## src/rtl/i2c_pkg.sv

```systemverilog
// Shared types and constants for the I2C target: FSM states, default address
// and the bus levels that mean ACK / NACK.
package i2c_pkg;

  typedef enum logic [2:0] {
    ST_IDLE,
    ST_ADDR,
    ST_ADDR_ACK,
    ST_RX_DATA,
    ST_RX_ACK,
    ST_TX_DATA,
    ST_TX_ACK_CHK
  } i2c_state_t;

  localparam logic [6:0] I2C_DEFAULT_ADDR = 7'h3A;
  localparam logic       I2C_ACK          = 1'b0;
  localparam logic       I2C_NACK         = 1'b1;

endpackage

```

## src/rtl/i2c_sync_edge.sv

```systemverilog
// Multi-flop synchronizer for one asynchronous bus line, plus rise/fall
// detection against a one-cycle-delayed copy. Resets to 1 (idle bus level).
module i2c_sync_edge #(
  parameter int STAGES = 2
) (
  input  logic i_clk,
  input  logic i_rst_n,
  input  logic i_async,
  output logic o_level,
  output logic o_rise,
  output logic o_fall
);

  logic [STAGES-1:0] r_sync;
  logic              r_prev;

  always_ff @(posedge i_clk or negedge i_rst_n) begin
    if (!i_rst_n) begin
      r_sync <= '1;
      r_prev <= 1'b1;
    end else begin
      r_sync <= {r_sync[STAGES-2:0], i_async};
      r_prev <= r_sync[STAGES-1];
    end
  end

  assign o_level = r_sync[STAGES-1];
  assign o_rise  = r_sync[STAGES-1] & ~r_prev;
  assign o_fall  = ~r_sync[STAGES-1] & r_prev;

endmodule

```

## src/rtl/i2c_slave_target.sv

```systemverilog
// I2C target (slave) with 7-bit addressing, oversampled on pclk. Receives
// write bytes, returns tx_data on reads (0xFF on underrun), open-drain SDA.
module i2c_slave_target
  import i2c_pkg::*;
#(
  parameter logic [6:0] SLAVE_ADDR  = I2C_DEFAULT_ADDR,
  parameter int         SYNC_STAGES = 2
) (
  input  logic       pclk,
  input  logic       preset,
  input  logic       scl_i,
  input  logic       sda_i,
  output logic       sda_oe,
  output logic [7:0] data_slave_read,
  output logic       data_slave_read_valid,
  input  logic [7:0] tx_data,
  input  logic       tx_valid,
  output logic       tx_ready,
  output logic       start_det,
  output logic       stop_det,
  output logic       busy,
  output logic       tx_underrun
);

  logic w_scl, w_scl_rise, w_scl_fall;
  logic w_sda, w_sda_rise, w_sda_fall;
  logic w_start, w_stop, w_load;
  logic [7:0] w_tx_byte;

  i2c_sync_edge #(.STAGES(SYNC_STAGES)) u_scl_sync (
    .i_clk(pclk), .i_rst_n(preset), .i_async(scl_i),
    .o_level(w_scl), .o_rise(w_scl_rise), .o_fall(w_scl_fall)
  );

  i2c_sync_edge #(.STAGES(SYNC_STAGES)) u_sda_sync (
    .i_clk(pclk), .i_rst_n(preset), .i_async(sda_i),
    .o_level(w_sda), .o_rise(w_sda_rise), .o_fall(w_sda_fall)
  );

  i2c_state_t r_state;
  logic [3:0] r_bit_cnt;
  logic [7:0] r_shift, r_tx_shift, r_data;
  logic       r_rw, r_mack, r_sda_oe, r_rx_pending;
  logic       r_valid, r_tx_ready, r_underrun, r_start, r_stop, r_busy;

  assign w_start   = w_sda_fall & w_scl;
  assign w_stop    = w_sda_rise & w_scl;
  assign w_tx_byte = tx_valid ? tx_data : 8'hFF;
  // Load the next transmit byte on the SCL fall that closes an ACK slot
  // (our address ACK on a read, or the master's ACK of the previous byte).
  assign w_load    = w_scl_fall &
                     (((r_state == ST_ADDR_ACK) && r_sda_oe && r_rw) ||
                      ((r_state == ST_TX_ACK_CHK) && r_mack));

  always_ff @(posedge pclk or negedge preset) begin
    if (!preset) begin
      r_state      <= ST_IDLE;
      r_bit_cnt    <= 4'd0;
      r_shift      <= 8'h00;
      r_tx_shift   <= 8'h00;
      r_data       <= 8'h00;
      r_rw         <= 1'b0;
      r_mack       <= 1'b0;
      r_sda_oe     <= 1'b0;
      r_rx_pending <= 1'b0;
      r_valid      <= 1'b0;
      r_tx_ready   <= 1'b0;
      r_underrun   <= 1'b0;
      r_start      <= 1'b0;
      r_stop       <= 1'b0;
      r_busy       <= 1'b0;
    end else begin
      r_valid      <= r_rx_pending;
      r_rx_pending <= 1'b0;
      r_tx_ready   <= 1'b0;
      r_underrun   <= 1'b0;
      r_start      <= 1'b0;
      r_stop       <= 1'b0;
      if (w_stop) begin
        r_state  <= ST_IDLE;
        r_sda_oe <= 1'b0;
        r_busy   <= 1'b0;
        r_mack   <= 1'b0;
        r_stop   <= 1'b1;
      end else if (w_start) begin
        r_state   <= ST_ADDR;
        r_bit_cnt <= 4'd0;
        r_mack    <= 1'b0;
        r_start   <= 1'b1;
      end else if (w_load) begin
        r_state    <= ST_TX_DATA;
        r_tx_shift <= {w_tx_byte[6:0], 1'b0};
        r_sda_oe   <= ~w_tx_byte[7];
        r_bit_cnt  <= 4'd0;
        r_mack     <= 1'b0;
        r_tx_ready <= tx_valid;
        r_underrun <= ~tx_valid;
      end else begin
        case (r_state)
          ST_IDLE: ;
          ST_ADDR: if (w_scl_rise) begin
            r_shift   <= {r_shift[6:0], w_sda};
            r_bit_cnt <= r_bit_cnt + 4'd1;
            if (r_bit_cnt == 4'd7) begin
              r_rw <= w_sda;
              if (r_shift[6:0] == SLAVE_ADDR) begin
                r_state <= ST_ADDR_ACK;
                r_busy  <= 1'b1;
              end else begin
                r_state <= ST_IDLE;
                r_busy  <= 1'b0;
              end
            end
          end
          // First SCL fall starts driving ACK, second one ends the ACK slot.
          ST_ADDR_ACK, ST_RX_ACK: if (w_scl_fall) begin
            if (!r_sda_oe) begin
              r_sda_oe <= ~I2C_ACK;
            end else begin
              r_sda_oe  <= 1'b0;
              r_state   <= ST_RX_DATA;
              r_bit_cnt <= 4'd0;
            end
          end
          ST_RX_DATA: if (w_scl_rise) begin
            r_shift   <= {r_shift[6:0], w_sda};
            r_bit_cnt <= r_bit_cnt + 4'd1;
            if (r_bit_cnt == 4'd7) begin
              r_data       <= {r_shift[6:0], w_sda};
              r_rx_pending <= 1'b1;
              r_state      <= ST_RX_ACK;
            end
          end
          ST_TX_DATA: begin
            if (w_scl_rise) begin
              r_bit_cnt <= r_bit_cnt + 4'd1;
            end else if (w_scl_fall) begin
              if (r_bit_cnt == 4'd8) begin
                r_sda_oe <= 1'b0;
                r_state  <= ST_TX_ACK_CHK;
              end else begin
                r_sda_oe   <= ~r_tx_shift[7];
                r_tx_shift <= {r_tx_shift[6:0], 1'b0};
              end
            end
          end
          ST_TX_ACK_CHK: if (w_scl_rise) begin
            if (w_sda == I2C_NACK) begin
              r_state <= ST_IDLE;
              r_busy  <= 1'b0;
            end else begin
              r_mack <= 1'b1;
            end
          end
          default: r_state <= ST_IDLE;
        endcase
      end
    end
  end

  assign sda_oe                = r_sda_oe;
  assign data_slave_read       = r_data;
  assign data_slave_read_valid = r_valid;
  assign tx_ready              = r_tx_ready;
  assign tx_underrun           = r_underrun;
  assign start_det             = r_start;
  assign stop_det              = r_stop;
  assign busy                  = r_busy;

endmodule

```

## config.mk

```make
export PLATFORM = sky130hd
export DESIGN_NAME = i2c_slave_target
export DESIGN_NICKNAME = d
export VERILOG_FILES = /design/src/rtl/i2c_pkg.sv /design/src/rtl/i2c_sync_edge.sv /design/src/rtl/i2c_slave_target.sv
export SDC_FILE = /design/constraint.sdc
export NUM_CORES = 1
export LEC_CHECK = 0
export CORE_MARGIN = 2
export CORE_UTILIZATION = 35
export DETAILED_ROUTE_END_ITERATION = 7
export SLEW_MARGIN = 30
export SYNTH_ARGS = -nofsm -noshare
export SYNTH_HDL_FRONTEND = slang
export SYNTH_HIERARCHICAL = 1
export SYNTH_SLANG_ARGS = --single-unit
```

## constraint.sdc

```tcl
create_clock -name pclk -period 1.9 [get_ports pclk]
set_input_delay 0.38 -clock pclk [delete_from_list [all_inputs] [get_ports pclk]]
set_output_delay 0.38 -clock pclk [all_outputs]
set_load 0.05 [all_outputs]
```

==> results_dict.tcl, run 1 <==
set metrics [dict create \
    vdd_drop_max_mv 0.476 \
    core_area_um2 6310 \
    wl_um 5230 \
    slew_viol_final 0 \
    place.gp.congestion 0.794 \
    max_slew_margin_pct 61.2 \
    worstSkewPairLatency_ns 0.30 \
    synth_nets 227 \
    fin_nets 301 \
    yosysWarnings 6 \
    outcome "complete, but fails checks" \
    synthArstFlopShare_pct 100 \
    synth_top_area_share_pct 43.2 \
    start_util_pct 35.8 \
    synth.avg_cell_area_um2 10.7 \
    area.growth.synth_to_final_pct 42.3 \
    yosysMostFrequentCell "dfrtp_1" \
    cts_hold_buf 0 \
    endpoint_kind "flip-flop" \
    root_buffer "clkbuf_8" \
    rsz0062_at_grt "yes" \
    synth_edf_count 0 \
    grt_max_degree 46 \
    portBuffers 27 \
    cts.sinks 45 \
    r2r-start "u_sda_sync/r_sync[1]" \
    hold_violations 0 \
    die_y_um 84.4 \
    synth-seq-cells 45 \
    drtIter0Drc 113 \
    grtUsageTotal_pct 15.5 \
    synth_area_leaders "dfrtp_1 43%, mux2_2 8.0%, dfstp_2 7.0%" \
    tightest_slew_ns 0.583 \
    grt_pass1_vias 1794 \
    clk_pin_slew_worst_paths_ns 0.08 \
    cp-start-kind "flip-flop" \
    wl_per_cell_um 14.4 \
    ys.flop_type "dfrtp_1" \
    drv_cap 0 \
    hpwl_um 3520 \
    arrival_ns 2.09 \
    synth_cells 212 \
    numCtsBuffers 5 \
    htreeDepth 2 \
    drc_errors 0 \
    dr.pass1.iters 4 \
    startpoint "u_sda_sync/r_sync[1]" \
    chipWidth_um 84.4 \
    synth_cell_types 53 \
    powerDensity_nw_per_um2 613 \
    period_share_pct 100 \
    path_class "flip-flop to flip-flop" \
    final.setup.worst_slack_ns -0.00524 \
    num_io_pins 28 \
    worstPathRequired_ns 2.08 \
    ys_seq_area_share_pct 50.1 \
    crit_path_max_fanout 7 \
    die_area_um2 7120 \
    clk_path_buf_depth 2 \
    leakagePower_uw 0.00148 \
    syn_area_um2 2260 \
    multiInputGateArea_um2 1180 \
    grt-ovfl-total 0 \
    max_freq_mhz 525 \
    std_cell_rows 29 \
    regArea_um2 1140 \
    tritoncts "yes" \
    drive_gt1_share_pct 39.0 \
    antenna_found_initial 0 \
    netlist_top_cells_count "39 x dfrtp_1, 26 x o21ai_0, 20 x nand2_1, 16 x mux2_2, 11 x nor2_1" \
    finalSetupViolCount 1 \
    fin_skew_ns 0.00801 \
    antenna_cells 0 \
    dpl-instance-area_um2 2910 \
    hold_class "input port to asynchronous set/reset pin" \
    r2r_slack_ns -0.005 \
    nFillCells 592 \
    postLayoutCoreUtil_pct 51.0 \
    vias_per_cell 5.07 \
    crit_end "r_shift[1]" \
    r2r_cells 6 \
    r2r-end "r_shift[1]" \
    ant_nets 0 \
    synth_top_cell_by_area "dfrtp_1" \
    vias 1847 \
    min_period_ns 1.91 \
    fin_area_um2 3220 \
    grt_first_pass_wirelength_um 8820 \
    violations "setup timing" \
]
report_power, final:
| group | switching, uW | leakage [uW] | internal [uW] |
|---|---|---|---|
| sequential | 26.4 | 0.000565 | 992 |
| clock | 329 | 0.0000552 | 391 |
| combinational | 108 | 0.000858 | 126 |
per-layer routing:
layer  global-route usage (%)  vias up  routed length [um]
met3                     3.24        7                 191
met5                        0        -                   0
met1                     22.5      892                2620
met4                     5.48        0                  81
li1                         -      909                   -
met2                     22.9       39                2340
critical path, cell delays in order (launching register included):
cell and delay, ns:
dfstp_2 0.55, and2b_2 0.24, o21a_4 0.25, buf_6 0.13, nor3_4 0.14, buf_12 0.15
mux2_2 0.32
layout make-up:
type	instances	area share, %
multi-input combinational	149	36.8
sequential	45	35.3
timing repair buffer	77	20.6
tap	77	2.99
clock buffer	6	2.26
clock inverter	2	1.09
inverter	8	0.933
cell usage in the layout (no fill, tap or decap), types with 2 or more instances in the layout:
master	synthesis	final
dfrtp_2	0	2
buf_6	2	3
inv_1	8	7
and3b_1	5	4
and4b_1	2	2
dfrtp_1	39	37
a31oi_1	3	3
nor3_4	0	3
nor2_1	11	9
mux2_4	0	5
o21ai_1	1	6
nand3_1	5	4
o21ai_0	26	21
dfstp_2	6	6
a21o_1	2	2
nor3_1	4	2
clkbuf_8	0	5
o21a_1	3	2
clkdlybuf4s50_1	0	24
mux2_2	16	11
nand2_1	20	17
and2b_2	2	2
nand3b_1	9	9
nand2_2	0	3
buf_4	0	47
nor2b_1	4	3
a21oi_1	2	2
logic make-up (layout without fill, tap and decap cells):
logic type / after synthesis / in the layout / share of synthesized area, %
and+or+nand+nor: 77 / 78 / 20.3
AOI/OAI and AO/OA: 51 / 51 / 15.7
DFF: 45 / 45 / 50.1
buffers and inverters: 19 / 93 / 3.93
muxes: 17 / 17 / 8.41
adders and majority gates: 2 / 2 / 1.11
xor gates and xnor gates: 1 / 1 / 0.387
repair_timing:
item                                    in CTS  in global routing
pin swaps                                    2                 14
endpoints found under the hold margin        0                  0
endpoints found under the setup margin      19                 20
resized for setup                           12                 29
gates cloned                                 1                  0
setup buffers                                0                  9
how the worst min path moves through the flow:
| stage | endpoint | slack (ns) | cells after the start |
|---|---|---|---|
| global placement | data_slave_read_valid | 0.33 | 0 |
| finish | r_bit_cnt[1] | 0.14 | 2 |
| detailed placement | data_slave_read_valid | 0.34 | 0 |
| global route | r_rx_pending | 0.21 | 2 |
| CTS | data_slave_read[7] | 0.18 | 2 |
| floorplan | busy | 0.08 | 0 |
stage by stage:
| step | std cells | hold WS [ns] | setup TNS, ns | power (uW) | setup WS (ns) |
|---|---|---|---|---|---|
| floorplan | 212 | 0.0844 | 0 | 1130 | 0.00259 |
| global placement | 347 | 0.334 | -0.0329 | 1240 | -0.0315 |
| detailed placement | 347 | 0.343 | -0.714 | 1240 | -0.0850 |
| CTS | 356 | 0.177 | -0.0186 | 1970 | -0.0182 |
| global route | 364 | 0.214 | -0.522 | 2050 | -0.0700 |
| finish | 364 | 0.143 | -0.00524 | 1970 | -0.00524 |
state kept, by name, indices dropped and copies added (netlist names), 2 cells and up:
register,flops
u_sda_sync/r_sync,2
u_scl_sync/r_sync,2
r_tx_shift,7
r_shift,7
data_slave_read,8
r_bit_cnt,4
r_state,3
Power figures use the tool's default switching activity.
==> run 2, diff against run 1 <==
Settings changed: ABC_CLOCK_PERIOD_IN_PS set to 1900.
==> results of run 2 <==
No change in the layout: final DEF, timing and power equal those of run 1.
==> run 3, diff against run 2 <==
Settings changed: GPL_ROUTABILITY_DRIVEN set to 1, SKIP_LAST_GASP set to 1.
==> results_dict.tcl, run 3 (synthesized netlist as in run 1, its figures left out) <==
set metrics [dict create \
    arrival_ns 2.10 \
    postLayoutCoreUtil_pct 50.3 \
    layout_commonest_cell "buf_4" \
    slowest_delay_ns 0.55 \
    cp-start-kind "flip-flop" \
    wirelength_met1_um 2540 \
    wl_per_cell_um 14.3 \
    tightest_slew_ns 0.583 \
    largest_reg_flops 8 \
    hold_violations 0 \
    cts.sinks 45 \
    tritoncts "yes" \
    power.share.clock_pct 36.7 \
    max_slew_margin_pct 61.1 \
    fin_tns_setup_ns -0.0700 \
    start_util_pct 35.8 \
    leakagePower_uw 0.00146 \
    num_io_pins 28 \
    violations "setup timing" \
    vias 1827 \
    startpoint "u_sda_sync/r_sync[1]" \
    power_frac_comb_pct 11.5 \
    min_period_ns 1.92 \
    rsz0062_at_grt "yes" \
    clk_pin_slew_worst_paths_ns 0.08 \
    hold_class "input port to asynchronous set/reset pin" \
    outcome "complete, but fails checks" \
    dr.pass1.iters 4 \
    path_class "flip-flop to flip-flop" \
    path_cells "and2b_2 > o21a_4 > buf_4 > nor3_4 > buf_12 > mux2_2" \
    std_cell_rows 29 \
    holdWs_ns 0.141 \
    chipWidth_um 84.4 \
    fin_nets 299 \
    drtIter0Drc 141 \
    dp_slack_ns -0.0850 \
    finalSetupViolCount 7 \
    antenna_cells 0 \
    crit_buf_inv 2 \
    r2r-start "u_sda_sync/r_sync[1]" \
    power.total_uw 1960 \
    vias_per_cell 5.05 \
    core_area_um2 6310 \
    worstSkewPairLatency_ns 0.30 \
    vdd_drop_max_mv 0.474 \
    cp_top_family "flip-flops" \
    portBuffers 27 \
    final.setup.worst_slack_ns -0.0176 \
    grt_pass1_vias 1776 \
    wl_um 5170 \
    drive_gt1_share_pct 37.9 \
    nFillCells 596 \
    drv_cap 0 \
    layout_common_cells "45 x buf_4, 37 x dfrtp_1, 24 x clkdlybuf4s50_1, 22 x o21ai_0, 17 x nand2_1" \
    max_freq_mhz 521 \
    root_buffer "clkbuf_8" \
    antenna_found_initial 0 \
    slew_viol_final 0 \
    regArea_um2 1140 \
    ant_nets 0 \
    switching_power_uw 461 \
    endpoint_kind "flip-flop" \
    clk_path_buf_depth 2 \
    grt-ovfl-total 0 \
    worstPathRequired_ns 2.09 \
    powerDensity_nw_per_um2 618 \
    grt_max_degree 46 \
    drc_errors 0 \
    p_int_uw 1500 \
    die_area_um2 7120 \
    grtUsageTotal_pct 15.2 \
    area.growth.synth_to_final_pct 40.5 \
    crit_path_max_fanout 7 \
    wl_met2_um 2310 \
    switching_share_pct 23.5 \
    wl_met3_um 251 \
    htreeDepth 2 \
    die_y_um 84.4 \
    multiInputGateArea_um2 1160 \
    numCtsBuffers 5 \
    hpwl_um 3520 \
    fin_skew_ns 0.00862 \
    period_share_pct 101 \
    top_layer "met4" \
    cp_slowest_cell "dfstp_2" \
    seq_power_share_pct 51.8 \
    place.gp.congestion 0.794 \
    grt_first_pass_wirelength_um 8690 \
]
[run 3: cell types whose count changed in the layout (fill, tap and decap cells not counted), sizes merged]
cell	previous run	this run
buf	52	50
[run 3: final timing paths]
check / end / slack [ns] / depth (start not counted)
max in group asynchronous: sda_oe / 1.31 / 2
worst max register to register: r_shift[0] / -0.02 / 6
min in group pclk: u_sda_sync/r_sync[1] / 0.36 / 0
worst min register to register: u_sda_sync/r_sync[1] / 0.36 / 0
worst min-delay path: r_bit_cnt[1] / 0.14 / 2
worst max-delay path: r_shift[0] / -0.02 / 6
[run 3: what timing repair did]
action	4_1_cts	5_1_grt
endpoints found under the setup margin	19	20
hold buffers	0	0
gates resized for setup	10	23
gates cloned	1	0
hold endpoints to repair	0	0
pin swaps	2	13
buffers inserted	0	7
[run 3: final cells by class]
| type | count | area share, % |
|---|---|---|
| clock buffer | 6 | 2.28 |
| clock inverter | 2 | 1.10 |
| inverter | 8 | 0.945 |
| multi-input combinational | 149 | 36.4 |
| sequential | 45 | 35.8 |
| tap | 77 | 3.03 |
| timing repair buffer | 75 | 20.4 |
[run 3: layer usage]
metal | global-route usage (%) | vias up
met5 | 0 | -
met2 | 22.2 | 41
li1 | - | 910
met3 | 3.24 | 7
met1 | 22.4 | 869
met4 | 5.48 | 0
[run 3: power groups by stage]
stage	Combinational (uW)	Sequential, uW	Clock (uW)
after detailed placement	212	1030	0
after global placement	209	1030	0
after floorplan	95.2	1040	0
after CTS	216	1010	738
after global routing	247	1020	770
final	225	1020	720
[run 3: through the flow]
stage	instances	cell area [um^2]
2_1_floorplan	212	2280
3_3_place_gp	347	2910
3_5_place_dp	347	2910
4_1_cts	356	3060
5_1_grt	362	3180
6_report	362	3180
